`src/rtl/ball_motion_if.sv`:
```
// Signal bundle between the LCD timing / paddle logic and the pong ball controller.
// The slave side is the ball controller; the master side owns timing and paddles.
interface ball_motion_if;
    logic [9:0] hcnt;
    logic [9:0] vcnt;
    logic       de;
    logic       game_active;
    logic [8:0] paddle_L_Y;
    logic [8:0] paddle_R_Y;
    logic       draw_ball;
    logic [9:0] ball_X;
    logic [9:0] ball_Y;
    logic       score_L;
    logic       score_R;
    logic       hit;

    modport master (
        output hcnt, vcnt, de, game_active, paddle_L_Y, paddle_R_Y,
        input  draw_ball, ball_X, ball_Y, score_L, score_R, hit
    );

    modport slave (
        input  hcnt, vcnt, de, game_active, paddle_L_Y, paddle_R_Y,
        output draw_ball, ball_X, ball_Y, score_L, score_R, hit
    );
endinterface

```
`src/rtl/ball_motion.sv`:
```
// Pong ball controller: frame-synchronous motion, wall bounce, paddle reflection,
// scoring and serve sequencing, plus a registered ball pixel flag for the pixel mux.
module ball_motion #(
    parameter int unsigned GAME_WIDTH   = 480,
    parameter int unsigned GAME_HEIGHT  = 272,
    parameter int unsigned BALL_SIZE    = 10,
    parameter int unsigned CORR_X       = 43,
    parameter int unsigned CORR_Y       = 12,
    parameter int unsigned SPEED_X      = 2,
    parameter int unsigned SPEED_Y      = 1,
    parameter int unsigned PADDLE_W     = 6,
    parameter int unsigned PADDLE_H     = 40,
    parameter int unsigned PADDLE_L_X   = 10,
    parameter int unsigned PADDLE_R_X   = 464,
    parameter int unsigned SERVE_FRAMES = 60,
    parameter int unsigned SCORE_FRAMES = 30,
    parameter int unsigned TICK_LINE    = 285
) (
    input  logic         clk,
    input  logic         rst,
    ball_motion_if.slave bus
);
    localparam logic [10:0] CX     = 11'((GAME_WIDTH - BALL_SIZE) / 2);
    localparam logic [10:0] CY     = 11'((GAME_HEIGHT - BALL_SIZE) / 2);
    localparam logic [10:0] BS     = 11'(BALL_SIZE);
    localparam logic [10:0] SPX    = 11'(SPEED_X);
    localparam logic [10:0] SPY    = 11'(SPEED_Y);
    localparam logic [10:0] PH     = 11'(PADDLE_H);
    localparam logic [10:0] FACE_L = 11'(PADDLE_L_X + PADDLE_W);
    localparam logic [10:0] FACE_R = 11'(PADDLE_R_X);
    localparam logic [10:0] XR_HIT = 11'(PADDLE_R_X - BALL_SIZE);
    localparam logic [10:0] X_MAX  = 11'(GAME_WIDTH - BALL_SIZE);
    localparam logic [10:0] Y_MAX  = 11'(GAME_HEIGHT - BALL_SIZE);
    localparam logic [10:0] OFS_X  = 11'(CORR_X);
    localparam logic [10:0] OFS_Y  = 11'(CORR_Y);
    localparam logic [9:0]  TICK_V = 10'(TICK_LINE);

    localparam int unsigned CNT_MAX = (SERVE_FRAMES > SCORE_FRAMES) ? SERVE_FRAMES : SCORE_FRAMES;
    localparam int unsigned CNT_W   = $clog2(CNT_MAX + 1);
    localparam logic [CNT_W-1:0] SERVE_LAST = CNT_W'(SERVE_FRAMES - 1);
    localparam logic [CNT_W-1:0] SCORE_LAST = CNT_W'(SCORE_FRAMES - 1);

    typedef enum logic [1:0] {IDLE, SERVE, MOVE, SCORED} state_t;

    state_t           state_q, state_d;
    logic [CNT_W-1:0] cnt_q, cnt_d;
    logic [9:0]       x_q, x_d, y_q, y_d;
    logic             dirx_q, dirx_d, diry_q, diry_d;
    logic             score_l_q, score_l_d, score_r_q, score_r_d, hit_q, hit_d;
    logic             line_q, line_dly_q, tick_q;
    logic             draw_q, draw_d;

    logic [10:0] x_w, y_w, pl_w, pr_w, nx_r, ny_d;
    logic [10:0] h_w, v_w, bx_w, by_w;
    logic        ovl_l, ovl_r, hit_l, hit_r;

    assign x_w  = {1'b0, x_q};
    assign y_w  = {1'b0, y_q};
    assign pl_w = {2'b00, bus.paddle_L_Y};
    assign pr_w = {2'b00, bus.paddle_R_Y};
    assign nx_r = x_w + SPX;
    assign ny_d = y_w + SPY;

    // Overlap uses the pre-step Y; "nx <= face" is rewritten as "x <= face+speed" to avoid underflow
    assign ovl_l = (y_w + BS > pl_w) && (y_w < pl_w + PH);
    assign ovl_r = (y_w + BS > pr_w) && (y_w < pr_w + PH);
    assign hit_l = (x_w >= FACE_L) && (x_w <= FACE_L + SPX) && ovl_l;
    assign hit_r = (x_w + BS <= FACE_R) && (x_w + BS + SPX >= FACE_R) && ovl_r;

    assign h_w    = {1'b0, bus.hcnt};
    assign v_w    = {1'b0, bus.vcnt};
    assign bx_w   = x_w + OFS_X;
    assign by_w   = y_w + OFS_Y;
    assign draw_d = bus.de && (h_w > bx_w) && (h_w <= bx_w + BS)
                           && (v_w > by_w) && (v_w <= by_w + BS);

    always_comb begin
        state_d   = state_q;
        cnt_d     = cnt_q;
        x_d       = x_q;
        y_d       = y_q;
        dirx_d    = dirx_q;
        diry_d    = diry_q;
        score_l_d = 1'b0;
        score_r_d = 1'b0;
        hit_d     = 1'b0;

        if (!bus.game_active) begin
            state_d = IDLE;
            cnt_d   = '0;
            x_d     = CX[9:0];
            y_d     = CY[9:0];
            dirx_d  = 1'b1;
            diry_d  = 1'b1;
        end else begin
            unique case (state_q)
                IDLE: begin
                    state_d = SERVE;
                    cnt_d   = '0;
                    x_d     = CX[9:0];
                    y_d     = CY[9:0];
                end
                SERVE: begin
                    if (tick_q) begin
                        if (cnt_q == SERVE_LAST) begin
                            state_d = MOVE;
                            cnt_d   = '0;
                        end else begin
                            cnt_d = cnt_q + CNT_W'(1);
                        end
                    end
                end
                MOVE: begin
                    if (tick_q) begin
                        if (!dirx_q) begin
                            if (hit_l) begin
                                x_d    = FACE_L[9:0];
                                dirx_d = 1'b1;
                                hit_d  = 1'b1;
                            end else if (x_w < SPX) begin
                                score_r_d = 1'b1;
                                dirx_d    = 1'b0;
                                state_d   = SCORED;
                                cnt_d     = '0;
                            end else begin
                                x_d = x_q - SPX[9:0];
                            end
                        end else begin
                            if (hit_r) begin
                                x_d    = XR_HIT[9:0];
                                dirx_d = 1'b0;
                                hit_d  = 1'b1;
                            end else if (nx_r > X_MAX) begin
                                score_l_d = 1'b1;
                                dirx_d    = 1'b1;
                                state_d   = SCORED;
                                cnt_d     = '0;
                            end else begin
                                x_d = nx_r[9:0];
                            end
                        end

                        // Y steps independently, including on a scoring tick
                        if (diry_q) begin
                            if (ny_d >= Y_MAX) begin
                                y_d    = Y_MAX[9:0];
                                diry_d = 1'b0;
                            end else begin
                                y_d = ny_d[9:0];
                            end
                        end else begin
                            if (y_w <= SPY) begin
                                y_d    = '0;
                                diry_d = 1'b1;
                            end else begin
                                y_d = y_q - SPY[9:0];
                            end
                        end
                    end
                end
                SCORED: begin
                    if (tick_q) begin
                        if (cnt_q == SCORE_LAST) begin
                            state_d = SERVE;
                            cnt_d   = '0;
                            x_d     = CX[9:0];
                            y_d     = CY[9:0];
                            diry_d  = ~diry_q;
                        end else begin
                            cnt_d = cnt_q + CNT_W'(1);
                        end
                    end
                end
                default: state_d = IDLE;
            endcase
        end
    end

    always_ff @(posedge clk or posedge rst) begin
        if (rst) begin
            state_q   <= IDLE;
            cnt_q     <= '0;
            x_q       <= CX[9:0];
            y_q       <= CY[9:0];
            dirx_q    <= 1'b1;
            diry_q    <= 1'b1;
            score_l_q <= 1'b0;
            score_r_q <= 1'b0;
            hit_q     <= 1'b0;
        end else begin
            state_q   <= state_d;
            cnt_q     <= cnt_d;
            x_q       <= x_d;
            y_q       <= y_d;
            dirx_q    <= dirx_d;
            diry_q    <= diry_d;
            score_l_q <= score_l_d;
            score_r_q <= score_r_d;
            hit_q     <= hit_d;
        end
    end

    always_ff @(posedge clk or posedge rst) begin
        if (rst) begin
            line_q     <= 1'b0;
            line_dly_q <= 1'b0;
            tick_q     <= 1'b0;
            draw_q     <= 1'b0;
        end else begin
            line_q     <= (bus.vcnt == TICK_V);
            line_dly_q <= line_q;
            tick_q     <= line_q & ~line_dly_q;
            draw_q     <= draw_d;
        end
    end

    assign bus.draw_ball = draw_q;
    assign bus.ball_X    = x_q;
    assign bus.ball_Y    = y_q;
    assign bus.score_L   = score_l_q;
    assign bus.score_R   = score_r_q;
    assign bus.hit       = hit_q;
endmodule

```
`src/flat_wrapper.sv`:
```
// flat-port wrapper written by rule: the top's interface ports become plain ports
module ball_motion_flat 
#(
    parameter int unsigned GAME_WIDTH   = 480,
    parameter int unsigned GAME_HEIGHT  = 272,
    parameter int unsigned BALL_SIZE    = 10,
    parameter int unsigned CORR_X       = 43,
    parameter int unsigned CORR_Y       = 12,
    parameter int unsigned SPEED_X      = 2,
    parameter int unsigned SPEED_Y      = 1,
    parameter int unsigned PADDLE_W     = 6,
    parameter int unsigned PADDLE_H     = 40,
    parameter int unsigned PADDLE_L_X   = 10,
    parameter int unsigned PADDLE_R_X   = 464,
    parameter int unsigned SERVE_FRAMES = 60,
    parameter int unsigned SCORE_FRAMES = 30,
    parameter int unsigned TICK_LINE    = 285
)
  (clk, rst, bus_hcnt, bus_vcnt, bus_de, bus_game_active, bus_paddle_L_Y, bus_paddle_R_Y, bus_draw_ball, bus_ball_X, bus_ball_Y, bus_score_L, bus_score_R, bus_hit);
  ball_motion_if bus_i ();
  input  logic clk;
  input  logic rst;
  input wire logic [$bits(bus_i.hcnt)-1:0] bus_hcnt;
  input wire logic [$bits(bus_i.vcnt)-1:0] bus_vcnt;
  input wire logic [$bits(bus_i.de)-1:0] bus_de;
  input wire logic [$bits(bus_i.game_active)-1:0] bus_game_active;
  input wire logic [$bits(bus_i.paddle_L_Y)-1:0] bus_paddle_L_Y;
  input wire logic [$bits(bus_i.paddle_R_Y)-1:0] bus_paddle_R_Y;
  output wire logic [$bits(bus_i.draw_ball)-1:0] bus_draw_ball;
  output wire logic [$bits(bus_i.ball_X)-1:0] bus_ball_X;
  output wire logic [$bits(bus_i.ball_Y)-1:0] bus_ball_Y;
  output wire logic [$bits(bus_i.score_L)-1:0] bus_score_L;
  output wire logic [$bits(bus_i.score_R)-1:0] bus_score_R;
  output wire logic [$bits(bus_i.hit)-1:0] bus_hit;
  assign bus_i.hcnt = bus_hcnt;
  assign bus_i.vcnt = bus_vcnt;
  assign bus_i.de = bus_de;
  assign bus_i.game_active = bus_game_active;
  assign bus_i.paddle_L_Y = bus_paddle_L_Y;
  assign bus_i.paddle_R_Y = bus_paddle_R_Y;
  assign bus_draw_ball = bus_i.draw_ball;
  assign bus_ball_X = bus_i.ball_X;
  assign bus_ball_Y = bus_i.ball_Y;
  assign bus_score_L = bus_i.score_L;
  assign bus_score_R = bus_i.score_R;
  assign bus_hit = bus_i.hit;
  ball_motion #(.GAME_WIDTH(GAME_WIDTH), .GAME_HEIGHT(GAME_HEIGHT), .BALL_SIZE(BALL_SIZE), .CORR_X(CORR_X), .CORR_Y(CORR_Y), .SPEED_X(SPEED_X), .SPEED_Y(SPEED_Y), .PADDLE_W(PADDLE_W), .PADDLE_H(PADDLE_H), .PADDLE_L_X(PADDLE_L_X), .PADDLE_R_X(PADDLE_R_X), .SERVE_FRAMES(SERVE_FRAMES), .SCORE_FRAMES(SCORE_FRAMES), .TICK_LINE(TICK_LINE)) u_core (.clk(clk), .rst(rst), .bus(bus_i));
endmodule
```
`config.mk`:
```
export PLATFORM = sky130hd
export DESIGN_NAME = ball_motion_flat
export DESIGN_NICKNAME = d
export VERILOG_FILES = /design/src/rtl/ball_motion_if.sv /design/src/rtl/ball_motion.sv /design/src/flat_wrapper.sv
export SDC_FILE = /design/constraint.sdc
export NUM_CORES = 1
export LEC_CHECK = 0
export ABC_AREA = 1
export ABC_CLOCK_PERIOD_IN_PS = 4520
export CAP_MARGIN = 20
export CORE_MARGIN = 3
export CORE_UTILIZATION = 35
export CTS_CLUSTER_DIAMETER = 100
export DETAILED_ROUTE_END_ITERATION = 6
export PLACE_DENSITY_LB_ADDON = 0.1
export SLEW_MARGIN = 30
export SYNTH_ARGS = -nofsm -noshare
export SYNTH_HDL_FRONTEND = slang
export SYNTH_SLANG_ARGS = --single-unit
```
`constraint.sdc`:
```
create_clock -name clk -period 4.52 [get_ports clk]
set_input_delay 0.904 -clock clk [delete_from_list [all_inputs] [get_ports clk]]
set_output_delay 0.904 -clock clk [all_outputs]
set_load 0.1 [all_outputs]
```
==> flow_metrics.env, run 1 <==
export IMPL_synth_simple_area_share_pct=33.53
export IMPL_fillerInstances=1838
export IMPL_cts_hold_fix_buffers=0
export IMPL_critPathSlowestCell="sky130_fd_sc_hd__dfstp_2"
export IMPL_path_common_cell="sky130_fd_sc_hd__nand2_1"
export IMPL_ir_worst_vdd_mv=0.3108
export IMPL_synth_xor_xnor_area_share_pct=8.762
export IMPL_share_of_synthesized_area_spent_on_multiplexers_pct=0
export IMPL_initial_core_util_pct=36.17
export IMPL_final_hold_viol_count=0
export IMPL_routed_via_count=5864
export IMPL_cts_htree_levels=2
export IMPL_drive_gt1_share_pct=6.722
export IMPL_post_drt_wl_per_cell_um=14.20
export IMPL_antenna_found_initial=0
export IMPL_switching_share_pct=54.17
export IMPL_grt_pass1_wl_um=28530
export IMPL_max_clock_path_buffers=2
export IMPL_cp_required_ps=4690
export IMPL_drt_drc_violations_left=0
export IMPL_worst_setup_path_end_kind="flop"
export IMPL_cts_setup_buffers=0
export IMPL_clock_skew_ps=7.516
export IMPL_cap_viol_max_count=0
export IMPL_post_synth_top_area_fraction_pct=20.57
export IMPL_clock_power_share_pct=14.0
export IMPL_placement_rows=47
export IMPL_critical_path_s_top_delay_family="simple AND/OR/NAND/NOR gates"
export IMPL_run_status="completed"
export IMPL_grt_ovfl_total=0
export IMPL_synth_yosys_warnings=0
export IMPL_main_combinational_cell_family_by_area_after_synthesis="simple AND/OR/NAND/NOR gates"
export IMPL_setup_worst_path_start_class="flop"
export IMPL_grt_start_max_net_pins=38
export IMPL_drt_pre_antenna_iters=6
export IMPL_clock_latency_ps=290
export IMPL_multiInputGateArea_mm2=0.004574
export IMPL_path_max_fanout=10
export IMPL_synth_nets=1050
export IMPL_synthesis_area_per_instance_um2=6.700
export IMPL_grt_setup_unrepaired="no"
export IMPL_clkSlewWorstSetupHoldPaths_ps=60
export IMPL_gr_usage_all_layers_pct=18.52
export IMPL_seq_area_frac_synth_pct=15.45
export IMPL_leakage_power_summed_over_all_cells_nw=3.567
export IMPL_comb_power_share_pct=67.1
export IMPL_post_layout_total_power_mw=2.941
export IMPL_final_min_period_over_clock_period_pct=77.22
export IMPL_fin_tns_setup_ps=0
export IMPL_setup_violations=0
export IMPL_detailedRoute_firstIterationViolations=357
export IMPL_antennaDiodeCount=0
export IMPL_cp_data_arrival_time_ps=3660
export IMPL_cts_resized=0
export IMPL_regArea_um2=939.7
export IMPL_fin_cells=1187
export IMPL_place_detailed_instances=1179
export IMPL_pin_count=66
export IMPL_tightestPinTransition_ps=971.1
export IMPL_die_height_um=137.8
export IMPL_first_global_vias=5716
export IMPL_synth_edff_count=0
export IMPL_postRouteWirelength_um=16860
export IMPL_postSynthCellCount=908
export IMPL_synth_top_area_cell="sky130_fd_sc_hd__ha_1"
export IMPL_cts_root_buf="sky130_fd_sc_hd__clkbuf_16"
export IMPL_slew_headroom_pct=35.06
export IMPL_synth_lib_cells_used_distinct=54
export IMPL_finalWorstPathRequiredPeriod_ps=3490
export IMPL_power_frac_seq_pct=18.9
export IMPL_crit_path_cell_trace="inv_1 -> ha_1 -> or2_1 -> nand2_1 -> inv_1 -> ha_1 -> o21ai_0 -> or2_1 -> nand2_1 -> ha_1 -> nand2_1 -> inv_1 -> nand3_1 -> o221ai_1 -> nand2_1 -> nand2_1 -> a21oi_1 -> nor3_1 -> nor2_1"
export IMPL_dieArea_mm2=0.01900
export IMPL_routed_via_density=4.940
export IMPL_power_per_cell_area_mw_per_mm2=414.2
export IMPL_cp_buffers_inverters=3
export IMPL_synth_compound_area_share_pct=12.34
export IMPL_maximum_single_stage_delay_on_the_critical_path_ps=680
export IMPL_place_hpwl_um=13790
export IMPL_worst_hold_path_type="reg -> reg"
export IMPL_fmax_mhz=286.5
export IMPL_layout_nets=1108
export IMPL_core_area_mm2=0.01682
export IMPL_synth_area_leaders="sky130_fd_sc_hd__ha_1 21%, sky130_fd_sc_hd__nand2_1 13%, sky130_fd_sc_hd__dfrtp_1 11%"
export IMPL_clkSinkCount=37
export IMPL_synth_cell_area_mm2=0.006083
export IMPL_timing_worst_setup_path_type="reg -> reg"
export IMPL_net_switching_power_mw=1.593
export IMPL_die_w_um=137.8
export IMPL_whs_ps=372.3
export IMPL_buffer_ports_inserted=65
export IMPL_final_max_slew_violation_count=0
export IMPL_synth_async_sr_flop_share_pct=100.0
export IMPL_route_antenna_remaining_nets=0
export IMPL_post_synth_fa_ha_maj_area_fraction_pct=20.57
export IMPL_routabilityCongestion=0.8431
export IMPL_synth_top_flop_cell="sky130_fd_sc_hd__dfrtp_1"
export IMPL_clock_tree_from_tritoncts="yes"
export IMPL_numCtsBuffers=5
export IMPL_intPower_mw=1.348
export IMPL_flow_area_growth_from_synthesis_pct=16.74
export IMPL_ys_seq_elements=37
==> metrics by stage <==
stage | utilization [%] | instance area, µm² | worst slack, ps
after floorplan | - | 6083 | 864.3
after detailed placement | 41.23 | 6934 | 759.3
after global placement | 41.23 | 6934 | 846.8
final | 42.23 | 7102 | 1030
after global routing | 42.23 | 7102 | 582.0
after CTS | 42.23 | 7102 | 1013
==> area by class of cell <==
cell class              count  area share (%)
clock inverters             2          0.5462
multi-input cells         730           64.41
well taps                 220           3.876
flip-flops and latches     37           13.23
clock buffers               6           1.815
inverters                 123           6.536
repair buffers             69           9.584
==> state kept, by name (all words and copies together), names as in the netlist <==
| name | flops |
|---|---|
| u_core.bus.ball_X | 10 |
| u_core.bus.ball_Y | 10 |
| u_core.bus.draw_ball | 1 |
| u_core.bus.hit | 1 |
| u_core.bus.score_L | 1 |
| u_core.bus.score_R | 1 |
| u_core.cnt_q | 6 |
| u_core.dirx_q | 1 |
| u_core.diry_q | 1 |
| u_core.line_dly_q | 1 |
| u_core.line_q | 1 |
| u_core.state_q | 2 |
| u_core.tick_q | 1 |
==> metal layers <==
| metal | vias up | GRT usage (%) | share of wire [%] |
|---|---|---|---|
| li1 | 3131 | - | - |
| met1 | 2579 | 25.78 | 49 |
| met2 | 135 | 31.18 | 46 |
| met3 | 19 | 2.045 | 3.9 |
| met4 | 0 | 3.403 | 1.2 |
| met5 | - | 0 | 0 |
==> cell usage in the layout (no fill, tap or decap), types with 11 or more instances in the layout <==
cell type,n
sky130_fd_sc_hd__nand2_1,214
sky130_fd_sc_hd__inv_1,113
sky130_fd_sc_hd__ha_1,100
sky130_fd_sc_hd__nor2_1,80
sky130_fd_sc_hd__clkdlybuf4s50_1,65
sky130_fd_sc_hd__nand3_1,60
sky130_fd_sc_hd__xor2_1,51
sky130_fd_sc_hd__a21oi_1,50
sky130_fd_sc_hd__o21ai_0,38
sky130_fd_sc_hd__nand4_1,28
sky130_fd_sc_hd__dfrtp_1,26
sky130_fd_sc_hd__nor3_1,16
sky130_fd_sc_hd__dfstp_2,11
==> cell usage after synthesis (all sizes together), types with 2 or more instances <==
library cell and instances:
nand2 225, inv 123, ha 100, nor2 90
nand3 67, xor2 52, a21oi 51, o21ai 41
nand4 28, dfrtp 26, nor3 17, dfstp 11
buf 10, clkbuf 8, o211ai 8, xnor2 8
nand3b 7, a211oi 3, a21o 3, a22oi 3
a31oi 3, nor4 3, or2 3, a21boi 2
nor3b 2, o2111ai 2, o221ai 2
==> power by group through the flow <==
stage | sequential, mW | clock [mW] | combinational [mW]
floorplan | 0.726 | 0 | 1.33
global placement | 0.568 | 0 | 1.98
detailed placement | 0.561 | 0 | 1.97
CTS | 0.556 | 0.416 | 1.98
global route | 0.569 | 0.431 | 2.25
finish | 0.557 | 0.411 | 1.97
==> final timing paths <==
path / startpoint / slack (ps) / end / cells after the start
setup / recovery: u_core.bus.ball_X[1]$_DFFE_PP1P_ / 1030 / u_core.bus.draw_ball$_DFF_PP0_ / 19
hold / removal: u_core.line_q$_DFF_PP0_ / 370 / u_core.line_dly_q$_DFF_PP0_ / 0
setup reg to reg: u_core.bus.ball_X[1]$_DFFE_PP1P_ / 1030 / u_core.bus.draw_ball$_DFF_PP0_ / 19
hold reg to reg: u_core.line_q$_DFF_PP0_ / 370 / u_core.line_dly_q$_DFF_PP0_ / 0
max in group asynchronous: rst / 3090 / u_core.bus.ball_Y[1]$_DFFE_PP1P_ / 3
min in group asynchronous: rst / 1050 / u_core.state_q[1]$_DFFE_PP0P_ / 3
==> logic make-up (layout without fill, tap and decap cells) <==
family	Yosys count	in the layout
simple gates	443	443
buf+inv	141	200
compound gates	127	127
fa+ha+maj	100	100
xor+xnor	60	60
flops	37	37
No activity file was read; power rests on OpenSTA's default activity.
==> run 2, diff against run 1 <==
- ABC_CLOCK_PERIOD_IN_PS: 4520 -> 2800
- clock period: 4.52 -> 2.8 ns (I/O delays scaled with it)
==> flow_metrics.env, run 2 (synthesis gave the netlist of run 1 again) <==
export IMPL_min_to="u_core.line_dly_q$_DFF_PP0_"
export IMPL_dieArea_mm2=0.01900
export IMPL_hold_depth=0
export IMPL_final_max_slew_violation_count=0
export IMPL_flow_area_growth_from_synthesis_pct=42.72
export IMPL_path_max_fanout=3
export IMPL_slew_headroom_pct=63.67
export IMPL_grt_setup_unrepaired="yes"
export IMPL_ir_worst_vdd_mv=0.4352
export IMPL_routed_via_density=4.881
export IMPL_power_per_cell_area_mw_per_mm2=672.0
export IMPL_crit_path_cell_trace="buf_4 -> ha_1 -> a21oi_2 -> nand2_2 -> nand2_2 -> xor2_2 -> nand3b_1 -> xnor2_1 -> ha_1 -> nand2_2 -> buf_4 -> o221ai_2 -> nand2_1 -> nand2_1 -> a21oi_1 -> nor3_2 -> nor2_1"
export IMPL_worst_setup_path_end_kind="flop"
export IMPL_clock_latency_ps=290
export IMPL_cts_root_buf="sky130_fd_sc_hd__clkbuf_16"
export IMPL_cap_viol_max_count=0
export IMPL_post_drt_wl_per_cell_um=14.32
export IMPL_clock_skew_ps=13.30
export IMPL_worst_reg2reg_path_endpoint="u_core.bus.draw_ball$_DFF_PP0_"
export IMPL_buffer_ports_inserted=65
export IMPL_numCtsBuffers=5
export IMPL_core_area_mm2=0.01682
export IMPL_path_common_cell="sky130_fd_sc_hd__nand2_2"
export IMPL_initial_core_util_pct=36.17
export IMPL_first_global_vias=6304
export IMPL_cts_hold_fix_buffers=0
export IMPL_timing_worst_setup_path_type="reg -> reg"
export IMPL_run_status="complete, but fails checks"
export IMPL_final_hold_viol_count=0
export IMPL_violations="setup timing"
export IMPL_drive_gt1_share_pct=29.76
export IMPL_critPathSlowestCell="sky130_fd_sc_hd__dfstp_4"
export IMPL_die_w_um=137.8
export IMPL_detailed_place_area_mm2=0.007794
export IMPL_placement_rows=47
export IMPL_detailedPlace_worstSlack_ps=-521.3
export IMPL_detailedRoute_firstIterationViolations=275
export IMPL_routed_via_count=6404
export IMPL_clock_tree_from_tritoncts="yes"
export IMPL_layout_commonest_cell="sky130_fd_sc_hd__nand2_1"
export IMPL_tightestPinTransition_ps=544.9
export IMPL_die_height_um=137.8
export IMPL_critical_path_s_top_delay_family="simple AND/OR/NAND/NOR gates"
export IMPL_setup_worst_path_start_class="flop"
export IMPL_finalWorstPathRequiredPeriod_ps=2911
export IMPL_routabilityCongestion=0.8656
export IMPL_cp_buffers_inverters=2
export IMPL_fin_tns_setup_ps=-1050
export IMPL_cts_htree_levels=2
export IMPL_postRouteWirelength_um=18790
export IMPL_antenna_found_initial=0
export IMPL_layout_cells_most_common_list="182 x sky130_fd_sc_hd__nand2_1, 143 x sky130_fd_sc_hd__buf_4, 107 x sky130_fd_sc_hd__inv_1, 83 x sky130_fd_sc_hd__ha_1, 71 x sky130_fd_sc_hd__nor2_1"
export IMPL_maximum_single_stage_delay_on_the_critical_path_ps=650
export IMPL_layout_core_utilization_pct=51.62
export IMPL_place_hpwl_um=15160
export IMPL_layout_nets=1233
export IMPL_clkSlewWorstSetupHoldPaths_ps=60
export IMPL_reg2reg_setup_slack_ps=-110
export IMPL_post_layout_total_power_mw=5.835
export IMPL_max_clock_path_buffers=2
export IMPL_drt_pre_antenna_iters=5
export IMPL_grt_pass1_wl_um=30520
export IMPL_timing_reg2reg_worst_path_depth=17
export IMPL_final_setup_worst_slack_ps=-111.4
export IMPL_regToRegStartpoint="u_core.bus.ball_X[1]$_DFFE_PP1P_"
export IMPL_grt_ovfl_total=0
export IMPL_route_antenna_remaining_nets=0
export IMPL_cp_data_arrival_time_ps=3090
export IMPL_final_min_period_over_clock_period_pct=104.0
export IMPL_clkSinkCount=37
export IMPL_timing_hold_worst_start="u_core.line_q$_DFF_PP0_"
export IMPL_grt_start_max_net_pins=38
export IMPL_pin_count=66
export IMPL_leakage_power_summed_over_all_cells_nw=4.296
export IMPL_antennaDiodeCount=0
export IMPL_fillerInstances=1698
export IMPL_worst_hold_path_type="reg -> reg"
export IMPL_gr_usage_all_layers_pct=20.11
export IMPL_startpoint="u_core.bus.ball_X[1]$_DFFE_PP1P_"
export IMPL_fmax_mhz=343.5
export IMPL_cp_required_ps=2980
export IMPL_setup_violations=17
export IMPL_drt_drc_violations_left=0
export IMPL_final_design_area_no_fill_mm2=0.008682
==> run 2: timing repair <==
action | CTS | global route
setup buffers | 8 | 9
cloned | 1 | 0
gates resized for setup | 46 | 81
setup endpoints to repair | 22 | 22
pin swaps | 35 | 39
==> run 2: area by class of cell <==
type                    count  area [µm²]  share of cell area (%)
multi-input cells         731        5211                   60.02
clock inverters             2       37.54                  0.4323
inverters                 123       474.2                   5.462
well taps                 220       275.3                   3.170
clock buffers               6       138.9                   1.600
repair buffers            193        1582                   18.22
flip-flops and latches     37       963.4                   11.10
==> run 2: how the worst max path moves through the flow <==
stage | slack (ps) | depth (start not counted) | end
floorplan | -170 | 19 | u_core.bus.draw_ball$_DFF_PP0_
global placement | -500 | 18 | u_core.bus.ball_X[2]$_DFFE_PP0P_
detailed placement | -520 | 17 | u_core.cnt_q[5]$_DFFE_PP0P_
CTS | -100 | 22 | u_core.bus.ball_X[9]$_DFFE_PP0P_
global route | -310 | 23 | u_core.bus.ball_X[2]$_DFFE_PP0P_
finish | -110 | 17 | u_core.bus.draw_ball$_DFF_PP0_
==> run 2: per-stage QoR <==
step / hold slack (ps) / std cells
after detailed placement: 365.6 / 1287
after CTS: 380.3 / 1303
final: 376.3 / 1312
after global routing: 403.5 / 1312
after floorplan: 353.7 / 908
after global placement: 358.2 / 1287
==> run 2: routing by layer <==
metal,routed length (µm),vias to the layer above,track usage [%]
li1,-,3382,-
met1,8671,2894,26.57
met2,9180,107,34.95
met3,624,21,2.155
met4,315,0,5.159
met5,0,-,0
==> run 2: power by group <==
group	leakage (nW)	switching, mW	internal [mW]
registers	0.465	0.147	0.668
clock network	0.0831	0.244	0.445
logic	3.75	2.56	1.77
==> run 2: worst register-to-register path: stages, from the launching register on <==
cell                       delay, ps
sky130_fd_sc_hd__dfstp_4         650
sky130_fd_sc_hd__buf_4           120
sky130_fd_sc_hd__ha_1            170
sky130_fd_sc_hd__a21oi_2          50
sky130_fd_sc_hd__nand2_2          80
sky130_fd_sc_hd__nand2_2          70
sky130_fd_sc_hd__xor2_2          160
sky130_fd_sc_hd__nand3b_1        220
sky130_fd_sc_hd__xnor2_1         160
sky130_fd_sc_hd__ha_1            320
sky130_fd_sc_hd__nand2_2          80
sky130_fd_sc_hd__buf_4           140
sky130_fd_sc_hd__o221ai_2        170
sky130_fd_sc_hd__nand2_1          70
sky130_fd_sc_hd__nand2_1          70
sky130_fd_sc_hd__a21oi_1          70
sky130_fd_sc_hd__nor3_2          170
sky130_fd_sc_hd__nor2_1           50
==> run 3, diff against run 2 <==
- CORE_MARGIN: 3 -> 1.5
==> flow_metrics.env, run 3 (synthesis gave the netlist of run 1 again) <==
export IMPL_run_status="complete, but fails checks"
export IMPL_violations="setup timing"
export IMPL_drt_pre_antenna_iters=4
export IMPL_grt_setup_unrepaired="yes"
export IMPL_critical_path_s_top_delay_family="simple AND/OR/NAND/NOR gates"
export IMPL_wl_met2_um=9153
export IMPL_post_drt_wl_per_cell_um=14.13
export IMPL_cts_root_buf="sky130_fd_sc_hd__clkbuf_16"
export IMPL_final_hold_viol_count=0
export IMPL_dieArea_mm2=0.01818
export IMPL_layout_cells_most_common_list="185 x sky130_fd_sc_hd__nand2_1, 137 x sky130_fd_sc_hd__buf_4, 105 x sky130_fd_sc_hd__inv_1, 88 x sky130_fd_sc_hd__ha_1, 72 x sky130_fd_sc_hd__nor2_1"
export IMPL_setup_violations=20
export IMPL_cap_viol_max_count=0
export IMPL_clkSlewWorstSetupHoldPaths_ps=60
export IMPL_buffer_ports_inserted=65
export IMPL_fillerInstances=1786
export IMPL_placement_rows=48
export IMPL_initial_core_util_pct=35.54
export IMPL_first_global_vias=6306
export IMPL_die_w_um=134.8
export IMPL_final_max_slew_violation_count=0
export IMPL_core_area_mm2=0.01712
export IMPL_maximum_single_stage_delay_on_the_critical_path_ps=670
export IMPL_m1WireLength_um=8551
export IMPL_max_clock_path_buffers=2
export IMPL_layout_commonest_cell="sky130_fd_sc_hd__nand2_1"
export IMPL_timing_worst_setup_path_type="reg -> reg"
export IMPL_die_height_um=134.8
export IMPL_pin_count=66
export IMPL_numCtsBuffers=5
export IMPL_regToRegStartpoint="u_core.bus.ball_Y[1]$_DFFE_PP1P_"
export IMPL_final_setup_worst_slack_ps=-108.1
export IMPL_antenna_found_initial=0
export IMPL_detailedRoute_firstIterationViolations=343
export IMPL_worst_hold_path_type="reg -> reg"
export IMPL_grt_pass1_wl_um=30190
export IMPL_setup_worst_path_start_class="flop"
export IMPL_layout_nets=1225
export IMPL_antennaDiodeCount=0
export IMPL_tightestPinTransition_ps=513.9
export IMPL_clkSinkCount=37
export IMPL_final_min_period_over_clock_period_pct=103.9
export IMPL_clock_skew_ps=6.062
export IMPL_startpoint="u_core.bus.ball_Y[1]$_DFFE_PP1P_"
export IMPL_grt_start_max_net_pins=38
export IMPL_layout_core_utilization_pct=49.23
export IMPL_drive_gt1_share_pct=27.86
export IMPL_cp_required_ps=2980
export IMPL_dr_max_layer_used="met4"
export IMPL_path_max_fanout=8
export IMPL_stages_on_the_worst_setup_path=19
export IMPL_flow_area_growth_from_synthesis_pct=38.52
export IMPL_fin_cells=1309
export IMPL_reg2reg_setup_slack_ps=-110
export IMPL_place_hpwl_um=14950
export IMPL_critical_path_endpoint="u_core.cnt_q[5]$_DFFE_PP0P_"
export IMPL_fmax_mhz=343.9
export IMPL_detailedPlace_worstSlack_ps=-499.4
export IMPL_power_per_cell_area_mw_per_mm2=671.9
export IMPL_route_antenna_remaining_nets=0
export IMPL_worst_reg2reg_path_endpoint="u_core.cnt_q[5]$_DFFE_PP0P_"
export IMPL_leakage_power_summed_over_all_cells_nw=4.223
export IMPL_finalWorstPathRequiredPeriod_ps=2908
export IMPL_routabilityCongestion=0.8677
export IMPL_grt_ovfl_total=0
export IMPL_slew_headroom_pct=65.42
export IMPL_postRouteWirelength_um=18500
export IMPL_place_detailed_instances=1285
export IMPL_routed_via_density=4.870
export IMPL_drt_drc_violations_left=0
export IMPL_ir_worst_vdd_mv=0.5298
export IMPL_clock_latency_ps=290
export IMPL_cts_htree_levels=2
export IMPL_gr_usage_all_layers_pct=20.69
export IMPL_routed_via_count=6375
export IMPL_cp_buffers_inverters=1
export IMPL_routed_wl_met3_um=477
export IMPL_clock_tree_from_tritoncts="yes"
export IMPL_timing_reg2reg_worst_path_depth=19
export IMPL_whs_ps=373.5
export IMPL_worst_setup_path_end_kind="flop"
export IMPL_cp_data_arrival_time_ps=3080
export IMPL_critPathSlowestCell="sky130_fd_sc_hd__dfstp_4"
export IMPL_crit_path_cell_trace="nand2_4 -> nand2_4 -> nand2_4 -> nor2_4 -> nand2_2 -> xor2_2 -> ha_1 -> nand2_1 -> inv_2 -> nand4_1 -> nand2_1 -> nand2_2 -> nand2_2 -> nor2_4 -> nand3_4 -> nand3_4 -> nand2_4 -> nand2_1 -> o21ai_1"
export IMPL_path_common_cell="sky130_fd_sc_hd__nand2_4"
==> run 3: worst reg2reg max path, stage by stage (launching register included) <==
cell and delay (ps):
sky130_fd_sc_hd__dfstp_4 670, sky130_fd_sc_hd__nand2_4 70, sky130_fd_sc_hd__nand2_4 70, sky130_fd_sc_hd__nand2_4 60
sky130_fd_sc_hd__nor2_4 170, sky130_fd_sc_hd__nand2_2 90, sky130_fd_sc_hd__xor2_2 240, sky130_fd_sc_hd__ha_1 280
sky130_fd_sc_hd__nand2_1 80, sky130_fd_sc_hd__inv_2 40, sky130_fd_sc_hd__nand4_1 100, sky130_fd_sc_hd__nand2_1 80
sky130_fd_sc_hd__nand2_2 80, sky130_fd_sc_hd__nand2_2 60, sky130_fd_sc_hd__nor2_4 160, sky130_fd_sc_hd__nand3_4 150
sky130_fd_sc_hd__nand3_4 160, sky130_fd_sc_hd__nand2_4 100, sky130_fd_sc_hd__nand2_1 70, sky130_fd_sc_hd__o21ai_1 50
==> run 3: layout make-up <==
type	count	area, µm²	share of cell area, %
clock inverters	2	10.01	0.1188
inverters	123	471.7	5.598
repair buffers	185	1531	18.17
well taps	225	281.5	3.341
flip-flops and latches	37	963.4	11.43
multi-input cells	731	5040	59.81
clock buffers	6	128.9	1.529
==> run 3: metrics by stage <==
step / TNS, ps / power, mW / cell area (µm²)
global placement: -9033 / 4.678 / 7772
floorplan: -1219 / 3.404 / 6192
detailed placement: -9760 / 4.684 / 7772
CTS: -2010 / 5.405 / 8035
finish: -1527 / 5.662 / 8427
global route: -5176 / 6.205 / 8427
==> run 3: routing by layer <==
layer / track usage (%) / up-vias
met3: 1.989 / 24
met5: 0 / -
met2: 37.61 / 106
met4: 5.137 / 0
li1: - / 3359
met1: 26.24 / 2886
==> run 3: repair_timing <==
action | CTS | global route
pin swaps | 27 | 60
hold buffers | 0 | 0
gates resized for setup | 31 | 68
cloned | 1 | 0
buffers inserted | 2 | 14
endpoints found under the hold margin | 0 | 0
endpoints found under the setup margin | 22 | 22
==> run 3: worst min-delay path by stage <==
| stage | from | end | slack [ps] | cells after the start |
|---|---|---|---|---|
| after floorplan | u_core.line_q$_DFF_PP0_ | u_core.line_dly_q$_DFF_PP0_ | 350 | 0 |
| after global placement | u_core.line_q$_DFF_PP0_ | u_core.line_dly_q$_DFF_PP0_ | 360 | 0 |
| after detailed placement | u_core.line_q$_DFF_PP0_ | u_core.line_dly_q$_DFF_PP0_ | 360 | 0 |
| after CTS | u_core.line_q$_DFF_PP0_ | u_core.line_dly_q$_DFF_PP0_ | 380 | 0 |
| after global routing | u_core.line_q$_DFF_PP0_ | u_core.line_dly_q$_DFF_PP0_ | 400 | 0 |
| final | u_core.line_q$_DFF_PP0_ | u_core.line_dly_q$_DFF_PP0_ | 370 | 0 |
==> run 3: power breakdown <==
part / switching (mW) / total (mW) / internal (mW)
combinational: 2.53 / 4.27 / 1.74
sequential: 0.175 / 0.844 / 0.669
clock: 0.220 / 0.547 / 0.327
